--- config.mk ---
export PLATFORM = sky130hd
export DESIGN_NAME = ram_readback_flat
export DESIGN_NICKNAME = d
export VERILOG_FILES = /design/src/rtl/ram_readback_if.sv /design/src/rtl/ram_readback.sv /design/src/flat_wrapper.sv
export SDC_FILE = /design/constraint.sdc
export NUM_CORES = 1
export LEC_CHECK = 0
export CORE_UTILIZATION = 59
export CTS_CLUSTER_DIAMETER = 50
export CTS_CLUSTER_SIZE = 8
export DETAILED_ROUTE_END_ITERATION = 12
export PLACE_DENSITY_LB_ADDON = 0.05
export SLEW_MARGIN = 20
export SYNTH_ARGS = -nofsm -noshare
export SYNTH_HDL_FRONTEND = slang
export SYNTH_SLANG_ARGS = --single-unit
--- constraint.sdc ---
create_clock -name i_clk -period 3 [get_ports i_clk]
set_clock_uncertainty 0.05 [all_clocks]
set_input_delay 0.6 -clock i_clk [delete_from_list [all_inputs] [get_ports i_clk]]
set_output_delay 0.6 -clock i_clk [all_outputs]
set_load 0.01 [all_outputs]
--- src/rtl/ram_readback_if.sv ---
// Bus bundle for the RAM dump engine: start request, RAM read port,
// UART line and status outputs.
interface ram_readback_if #(
  parameter int ADDR_W = 16,
  parameter int DATA_W = 10
);
  logic              i_start;
  logic [DATA_W-1:0] i_ram_q;
  logic [ADDR_W-1:0] o_ram_addr;
  logic              o_ram_rden;
  logic              o_tx;
  logic              o_busy;
  logic              o_done;

  // dump engine side
  modport slave (
    input  i_start, i_ram_q,
    output o_ram_addr, o_ram_rden, o_tx, o_busy, o_done
  );

  // host / RAM side
  modport master (
    output i_start, i_ram_q,
    input  o_ram_addr, o_ram_rden, o_tx, o_busy, o_done
  );
endinterface

--- src/rtl/ram_readback.sv ---
// Dumps a fixed RAM address window over a UART line (8N1, LSB first):
// 0xA5 header, each word as little-endian bytes, then an XOR checksum
// of the data bytes.
module ram_readback #(
  parameter int                ADDR_W       = 16,
  parameter int                DATA_W       = 10,
  parameter logic [ADDR_W-1:0] BASE_ADDR    = ADDR_W'(16'hFC00),
  parameter int unsigned       COUNT        = 1024,
  parameter int                CLKS_PER_BIT = 434
) (
  input  logic          i_clk,
  input  logic          i_ar,
  ram_readback_if.slave bus
);

  localparam int NB    = (DATA_W + 7) / 8;
  localparam int BUF_W = NB * 8;
  localparam int CNT_W = (CLKS_PER_BIT > 1) ? $clog2(CLKS_PER_BIT) : 1;

  localparam logic [CNT_W-1:0]  LAST_CLK  = CNT_W'(CLKS_PER_BIT - 1);
  localparam logic [ADDR_W-1:0] LAST_WORD = ADDR_W'(COUNT - 1);
  localparam logic [2:0]        LAST_BYTE = 3'(NB - 1);
  localparam logic [7:0]        HEADER    = 8'hA5;

  typedef enum logic [2:0] {
    S_IDLE, S_HDR, S_READ, S_LATCH, S_DATA, S_SUM, S_DONE
  } state_t;

  state_t state, state_next;

  // byte transmitter
  logic             tx_active;
  logic [9:0]       tx_frame;
  logic [3:0]       tx_bit;
  logic [CNT_W-1:0] tx_clk;
  logic             tx_done;

  // load request from the control FSM into the transmitter
  logic       load;
  logic       load_data;
  logic [7:0] load_byte;

  // word datapath
  logic [7:0]        checksum;
  logic [BUF_W-1:0]  word_buf;
  logic [BUF_W-1:0]  ram_ext;
  logic [BUF_W-1:0]  word_shift;
  logic [2:0]        byte_idx;
  logic [2:0]        next_byte_idx;
  logic [ADDR_W-1:0] word_cnt;
  logic [ADDR_W-1:0] ram_addr;

  assign ram_ext       = BUF_W'(bus.i_ram_q);
  assign next_byte_idx = byte_idx + 3'd1;
  assign word_shift    = word_buf >> {next_byte_idx, 3'b000};
  assign tx_done       = tx_active && (tx_bit == 4'd9) && (tx_clk == LAST_CLK);

  assign bus.o_tx       = tx_active ? tx_frame[0] : 1'b1;
  assign bus.o_ram_addr = ram_addr;

  // State register
  always_ff @(posedge i_clk or negedge i_ar) begin
    if (!i_ar) state <= S_IDLE;
    else       state <= state_next;
  end

  // Next-state logic; each transmitted byte ends on tx_done
  always_comb begin
    state_next = state;
    unique case (state)
      S_IDLE:  if (bus.i_start) state_next = S_HDR;
      S_HDR:   if (tx_done) state_next = S_READ;
      S_READ:  state_next = S_LATCH;
      S_LATCH: state_next = S_DATA;
      S_DATA:
        if (tx_done && byte_idx == LAST_BYTE)
          state_next = (word_cnt == LAST_WORD) ? S_SUM : S_READ;
      S_SUM:   if (tx_done) state_next = S_DONE;
      S_DONE:  state_next = S_IDLE;
      default: state_next = S_IDLE;
    endcase
  end

  // Outputs and transmitter loads; the first byte of a word comes straight
  // from the RAM data since the buffer is only written on the same edge
  always_comb begin
    bus.o_ram_rden = (state == S_READ);
    bus.o_busy     = (state != S_IDLE);
    bus.o_done     = (state == S_DONE);
    load           = 1'b0;
    load_data      = 1'b0;
    load_byte      = 8'h00;
    case (state)
      S_IDLE:
        if (bus.i_start) begin
          load      = 1'b1;
          load_byte = HEADER;
        end
      S_LATCH: begin
        load      = 1'b1;
        load_data = 1'b1;
        load_byte = ram_ext[7:0];
      end
      S_DATA:
        if (tx_done) begin
          if (byte_idx != LAST_BYTE) begin
            load      = 1'b1;
            load_data = 1'b1;
            load_byte = word_shift[7:0];
          end else if (word_cnt == LAST_WORD) begin
            load      = 1'b1;
            load_byte = checksum;
          end
        end
      default: ;
    endcase
  end

  // 8N1 shifter: a load restarts the frame, otherwise each bit lasts CLKS_PER_BIT
  always_ff @(posedge i_clk or negedge i_ar) begin
    if (!i_ar) begin
      tx_active <= 1'b0;
      tx_frame  <= '1;
      tx_bit    <= '0;
      tx_clk    <= '0;
    end else if (load) begin
      tx_active <= 1'b1;
      tx_frame  <= {1'b1, load_byte, 1'b0};
      tx_bit    <= '0;
      tx_clk    <= '0;
    end else if (tx_active) begin
      if (tx_clk == LAST_CLK) begin
        tx_clk   <= '0;
        tx_frame <= {1'b1, tx_frame[9:1]};
        if (tx_bit == 4'd9) tx_active <= 1'b0;
        else                tx_bit    <= tx_bit + 4'd1;
      end else begin
        tx_clk <= tx_clk + CNT_W'(1);
      end
    end
  end

  // Checksum, word buffer, byte/word counters and read address
  always_ff @(posedge i_clk or negedge i_ar) begin
    if (!i_ar) begin
      checksum <= '0;
      word_buf <= '0;
      byte_idx <= '0;
      word_cnt <= '0;
      ram_addr <= BASE_ADDR;
    end else begin
      if (state == S_IDLE && bus.i_start) begin
        checksum <= '0;
        word_cnt <= '0;
      end else if (load && load_data) begin
        checksum <= checksum ^ load_byte;
      end

      if (state == S_HDR && tx_done)
        ram_addr <= BASE_ADDR;
      if (state == S_DATA && tx_done && byte_idx == LAST_BYTE && word_cnt != LAST_WORD) begin
        word_cnt <= word_cnt + ADDR_W'(1);
        ram_addr <= ram_addr + ADDR_W'(1);
      end

      if (state == S_LATCH) begin
        word_buf <= ram_ext;
        byte_idx <= '0;
      end else if (state == S_DATA && tx_done && byte_idx != LAST_BYTE) begin
        byte_idx <= next_byte_idx;
      end
    end
  end

endmodule

--- src/flat_wrapper.sv ---
// flat-port wrapper written by rule: the top's interface ports become plain ports
module ram_readback_flat 
#(
  parameter int                ADDR_W       = 16,
  parameter int                DATA_W       = 10,
  parameter logic [ADDR_W-1:0] BASE_ADDR    = ADDR_W'(16'hFC00),
  parameter int unsigned       COUNT        = 1024,
  parameter int                CLKS_PER_BIT = 434
)
  (i_clk, i_ar, bus_i_start, bus_i_ram_q, bus_o_ram_addr, bus_o_ram_rden, bus_o_tx, bus_o_busy, bus_o_done);
  ram_readback_if #(.ADDR_W(ADDR_W), .DATA_W(DATA_W)) bus_i ();
  input  logic i_clk;
  input  logic i_ar;
  input wire logic [$bits(bus_i.i_start)-1:0] bus_i_start;
  input wire logic [$bits(bus_i.i_ram_q)-1:0] bus_i_ram_q;
  output wire logic [$bits(bus_i.o_ram_addr)-1:0] bus_o_ram_addr;
  output wire logic [$bits(bus_i.o_ram_rden)-1:0] bus_o_ram_rden;
  output wire logic [$bits(bus_i.o_tx)-1:0] bus_o_tx;
  output wire logic [$bits(bus_i.o_busy)-1:0] bus_o_busy;
  output wire logic [$bits(bus_i.o_done)-1:0] bus_o_done;
  assign bus_i.i_start = bus_i_start;
  assign bus_i.i_ram_q = bus_i_ram_q;
  assign bus_o_ram_addr = bus_i.o_ram_addr;
  assign bus_o_ram_rden = bus_i.o_ram_rden;
  assign bus_o_tx = bus_i.o_tx;
  assign bus_o_busy = bus_i.o_busy;
  assign bus_o_done = bus_i.o_done;
  ram_readback #(.ADDR_W(ADDR_W), .DATA_W(DATA_W), .BASE_ADDR(BASE_ADDR), .COUNT(COUNT), .CLKS_PER_BIT(CLKS_PER_BIT)) u_core (.i_clk(i_clk), .i_ar(i_ar), .bus(bus_i));
endmodule
Word-level counts from Yosys, hierarchy flattened --
Index checks and enable logic that the tools add are counted.
Operators by class: eq/ne operators 17, shifts and indexed selects 1, bitwise logic cells 1, reductions and logical operators 21, muxes and demuxes 42, add/sub/neg operators 5
Operators by type and width (count):
- $mux W16 | 4
- $mux W8 | 6
- $add A16 B1 Y16 const B | 2
- $mux W10 | 3
- $mux W9 | 3
- $pmux W8 S3 | 1
- $mux W3 | 7
- $pmux W3 S6 | 1
- $eq A16 B10 Y1 const B | 1
- $mux W4 | 4
- $ne A16 B10 Y1 const B | 1
- $reduce_bool A2 Y1 | 6
- $mux W1 | 11
- $logic_and A1 B1 Y1 | 10
- $shr A10 B6 Y8 | 1
- $add A9 B1 Y9 const B | 1
- $eq A3 B3 Y1 const B | 3
- $eq A9 B9 Y1 const B | 1
- $ne A2 B1 Y1 const B | 4
- $xor A8 B8 Y8 | 1
- $eq A3 B1 Y1 const B | 2
- $eq A3 B2 Y1 const B | 2
- $add A4 B1 Y4 const B | 1
- $eq A4 B4 Y1 const B | 1
- 10 further kinds | 10
Storage, ports and cells: input bits 13, word-level logic and storage cells 97, bits in registers 80, output and inout bits 20

Longest topological paths before layout --
depth after elaboration 8, gate-level depth with buffers 10, gate-level depth less buffers 7

Least setup slack after synthesis --
OpenSTA, ideal clock, no wires.
path type flip-flop to flip-flop, start register u_core.word_cnt[0], end register u_core.ram_addr[8], in the netlist u_core.bus.o_ram_addr[8], library setup time 77 ps, arrival 1999 ps, setup slack 873 ps, cell stages (with the launch flop) 8, path through dfrtp_1 -> ha_1 -> and4_1 -> and4_1 -> buf_4 -> nor4_4 -> mux2_2 -> a21oi_1
Between the ends: longest elaborated chain between the ends 3, elaborated cells on any way between the ends 4, classes of those cells eq/ne: 1; mux: 1; reduce/logical: 2
Ends and longest elaborated chain:
- start: declaration | RTL line ram_readback.sv:50 | logic [ADDR_W-1:0] word_cnt;
- start signal: assignment | RTL line ram_readback.sv:162 | word_cnt <= word_cnt + ADDR_W'(1);
- $ne A16 B10 Y1 * | RTL line ram_readback.sv:161 | if (state == S_DATA && tx_done && byte_idx == LAST_BYTE && word_cnt != LAST_WORD) begin
- $logic_and A1 B1 Y1 * | RTL line ram_readback.sv:161
- $mux W16 or $reduce_bool A2 Y1 (tied branches)
- end signal: assignment | RTL line ram_readback.sv:163 | ram_addr <= ram_addr + ADDR_W'(1);
- end: declaration | RTL line ram_readback.sv:51 | logic [ADDR_W-1:0] ram_addr;
Every way passes the cells marked *; elsewhere a longest branch is shown, timed or not. A chain may end at the register's enable or synchronous reset.

Final worst setup path --
start register u_core.state[1], end output port bus_o_busy
Between the ends: longest elaborated chain between the ends 1
Ends and longest elaborated chain:
- start: declaration | RTL line ram_readback.sv:29 | state_t state, state_next;
- start signal: assignment | RTL line ram_readback.sv:64 | else state <= state_next;
- $reduce_bool A3 Y1 | RTL line ram_readback.sv:88 | bus.o_busy = (state != S_IDLE);
- end: declaration | RTL line flat_wrapper.sv:19 | output wire logic [$bits(bus_i.o_busy)-1:0] bus_o_busy;
Every way passes these cells.

==> PnR_summary.wiki <==
{| class="wikitable"
! Metric !! Value
|-
| Mean instance size in the synthesized netlist || between 9 and 10 sq um
|-
| Diodes inserted || 0
|-
| Delay contributed by the slowest stage of the critical path || around 540 ps
|-
| Row count || 31
|-
| Clock tree from TritonCTS || yes
|-
| Effective utilization at floorplan || 0.6199
|-
| I/O pin cnt || 33
|-
| Required time at the endpoint of the critical path || 2350 ps
|-
| Final setup vio count || 0
|-
| Power per standard cell area || around 380 nW/um^2
|-
| Post-synth design cell area || 4544 sq um
|-
| CP cell instances || or3_1, clkdlybuf4s50_1
|-
| Largest voltage drop on the vdd net || 0.3111 mV
|-
| Slew at the pin with the worst max-slew slack || just over 800 ps
|-
| Via count of the first global-routing pass || 3674
|-
| # Post-CTS Setup Buffers || 0
|-
| Launching element type of the critical path || flop
|-
| Number of vias after detailed routing || around 3900
|-
| Sequential share of the synthesized area || 0.4392
|-
| CTS HTree Levels || 3
|-
| Number of search-and-repair iterations in the first detailed-routing pass || 5
|-
| Critical path class || reg -> out
|-
| Result of the run || finished clean
|-
| Final cell area excluding filler cells || a little over 5000 sq um
|-
| Weighted congestion at the end of routability-driven global placement || between 0.9 and 1
|-
| Number of I/O port buffers || 32
|-
| Critical path data arrival time || roughly 1900 ps
|-
| Leading post-synthesis cells by cell area || sky130_fd_sc_hd__dfrtp_1 35%, sky130_fd_sc_hd__dfstp_2 8.7%, sky130_fd_sc_hd__nand2_1 5.3%
|-
| Area share of the largest cell type after synthesis || 0.3524
|-
| Count of routing violations after the opening detailed-route iteration || between 200 and 250
|-
| Cell area after placement || between 4000 and 5000 sq um
|-
| CTS Buffer Depth || 2
|-
| Ys flop type || sky130_fd_sc_hd__dfrtp_1
|-
| Final hold violation count || 0
|-
| Post-synthesis net count || roughly 500
|-
| Core Box Area || roughly 7300 sq um
|-
| Critical-path maximum fanout || 15
|-
| Fin crit period || 2538 ps
|-
| Horizontal die dimension || 89.76 um
|-
| DRC violations left || 0
|-
| Sum of overflow across all layers after global routing || 0
|-
| Sort of element at the end of the critical path || primary output
|-
| Peak Freq || between 0.3 and 0.4 GHz
|-
| Number of antenna violations at the first check in global routing || 0
|-
| Detailed Route WL || about 10000 um
|-
| First-pass GRT wire length || between 15000 and 20000 um
|-
| Share of layout cells above drive strength 1 || 0.1173
|-
| Area enclosed by the die boundary || 8057 sq um
|-
| Final critical-path share of the clock period || 0.8461
|-
| Max_slew headroom || 0.4561
|-
| Top cells by instance count after synthesis || 64 x sky130_fd_sc_hd__dfrtp_1, 64 x sky130_fd_sc_hd__nand2_1, 41 x sky130_fd_sc_hd__nor2_1
|-
| Insertion delay to the later sink of the worst-skew pair || 360 ps
|-
| Number of max-slew violations in the final report || 0
|-
| HP Class || in -> async
|-
| Total Routing Usage GR || 0.2731
|-
| Flip-flop and latch count after synthesis || 79
|-
| LEAKAGE || about 0.0021 uW
|-
| Count of flip-flops with a built-in enable after synthesis || 0
|-
| Final WS setup || around 460 ps
|-
| CTS hold repair buffers || 0
|-
| Synthesis-to-layout area growth || 12.72%
|-
| Pin count of the biggest net entering global routing || 80
|-
| Routed wire length per instance || ~17 um
|-
| Count of instances resized after the clock tree is built || 0
|-
| Detail Placement HPWL || 7238 um
|-
| Via-to-Cell Ratio || roughly 6.2
|-
| Post-layout net count || around 540
|-
| Number of distinct standard cells referenced by the synthesized netlist || 67
|-
| Synth area leader || sky130_fd_sc_hd__dfrtp_1
|-
| Number of clock sinks || between 70 and 80
|-
| Maximum Capacitance Violations || 0
|-
| Final sum of negative setup slack || 0 ps
|-
| Final Hold Slack || roughly 210 ps
|-
| Unrepaired setup endpoints after global routing || no
|-
| Setup Slack @ Placement || 428.5 ps
|-
| Yosys warnings || 0
|-
| Die height || between 80 and 90 um
|-
| Remaining antenna violation count || 0
|-
| Critical-path cell with the highest stage delay || sky130_fd_sc_hd__dfrtp_1
|-
| Cell count after synthesis || between 400 and 500
|-
| Clock-pin slew of the registers on the worst-case setup and hold paths || around 80 ps
|-
| Proportion of synthesized flip-flops having asynchronous set or reset || 1.000
|-
| Clock Tree Root || sky130_fd_sc_hd__clkbuf_8
|-
| Cts bufs inserted || 9
|}
-- placed cells by master (no fill, tap or decap), types with 7 or more instances in the layout --
master                            synthesis  routed
sky130_fd_sc_hd__dfstp_2                 15      15
sky130_fd_sc_hd__nand4_1                 13      13
sky130_fd_sc_hd__nor2_1                  41      41
sky130_fd_sc_hd__clkdlybuf4s50_1          0      31
sky130_fd_sc_hd__mux2i_1                 18      18
sky130_fd_sc_hd__and3_1                  10      10
sky130_fd_sc_hd__and4_1                  10      10
sky130_fd_sc_hd__dfrtp_1                 64      64
sky130_fd_sc_hd__and2_1                   7       7
sky130_fd_sc_hd__inv_1                    9       9
sky130_fd_sc_hd__o21ai_0                 28      28
sky130_fd_sc_hd__nand3_1                 19      19
sky130_fd_sc_hd__a31oi_1                 17      17
sky130_fd_sc_hd__buf_4                    4       8
sky130_fd_sc_hd__a21oi_1                 33      33
sky130_fd_sc_hd__nand2_1                 64      64
sky130_fd_sc_hd__ha_1                     8       8
sky130_fd_sc_hd__clkbuf_8                 0      10
-- state kept, by name, indices dropped and copies added (netlist names) --
register / flops
u_core.bus.o_ram_addr: 16
u_core.byte_idx: 3
u_core.checksum: 8
u_core.state: 3
u_core.tx_active: 1
u_core.tx_bit: 4
u_core.tx_clk: 9
u_core.tx_frame: 9
u_core.word_buf: 10
u_core.word_cnt: 16
-- layout make-up --
class / instances / area (sq um)
multi-input combinational: 376 / 2389
fill: 570 / 2208
sequential: 79 / 1996
timing repair buffer: 40 / 381.6
clock buffer: 12 / 145.1
tap: 99 / 123.9
clock inverter: 4 / 53.80
inverter: 9 / 33.78
-- cell families after synthesis --
family / share of synthesized area
and+or+nand+nor: 0.2836
AOI/OAI and AO/OA: 0.1561
xor gates and xnor gates: 0.01927
muxes: 0.04460
buffers and inverters: 0.03524
adders and majority gates: 0.02203
DFF: 0.4392
-- worst paths after layout --
path | from | end | slack, ps | cells after the start
max reg2reg | u_core.word_cnt[0]$_DFFE_PN0P_ | u_core.word_cnt[7]$_DFFE_PN0P_ | 500 | 7
max in group asynchronous | i_ar | u_core.word_buf[1]$_DFFE_PN0N_ | 2210 | 1
min | i_ar | u_core.tx_clk[0]$_DFFE_PN0P_ | 210 | 1
min in group i_clk | u_core.tx_frame[0]$_DFFE_PN1P_ | u_core.tx_frame[0]$_DFFE_PN1P_ | 410 | 2
max | u_core.state[1]$_DFFE_PN0P_ | bus_o_busy | 460 | 2
min reg2reg | u_core.tx_frame[0]$_DFFE_PN1P_ | u_core.tx_frame[0]$_DFFE_PN1P_ | 410 | 2
-- through the flow --
step                      power [uW]  instances    util
after floorplan                 1092        486       -
after CTS                       1934        619  0.6982
after global placement          1130        603  0.6711
after detailed placement        1130        603  0.6711
final                           1922        619  0.6988
after global routing            1978        619  0.6988
-- critical path, delay by kind of cell (launching register included) --
kind | cells | cell delay, ps
buffers and inverters | 1 | 500
AND/OR/NAND/NOR | 1 | 490
flip-flops | 1 | 540
-- layer usage --
metal  GRT usage  wire length, um
met2      0.4282             4961
met1      0.3768             4737
met3     0.03807              503
met4      0.1270              203
met5           0                0
-- power by group --
part	switching, uW	internal (uW)	leakage, uW
clock	403	411	0.0000932
combinational	24.0	16.0	0.00115
sequential	1.46	1070	0.000904
total	428	1490	0.00215
Note: power is estimated with default switching activity, not from simulation.
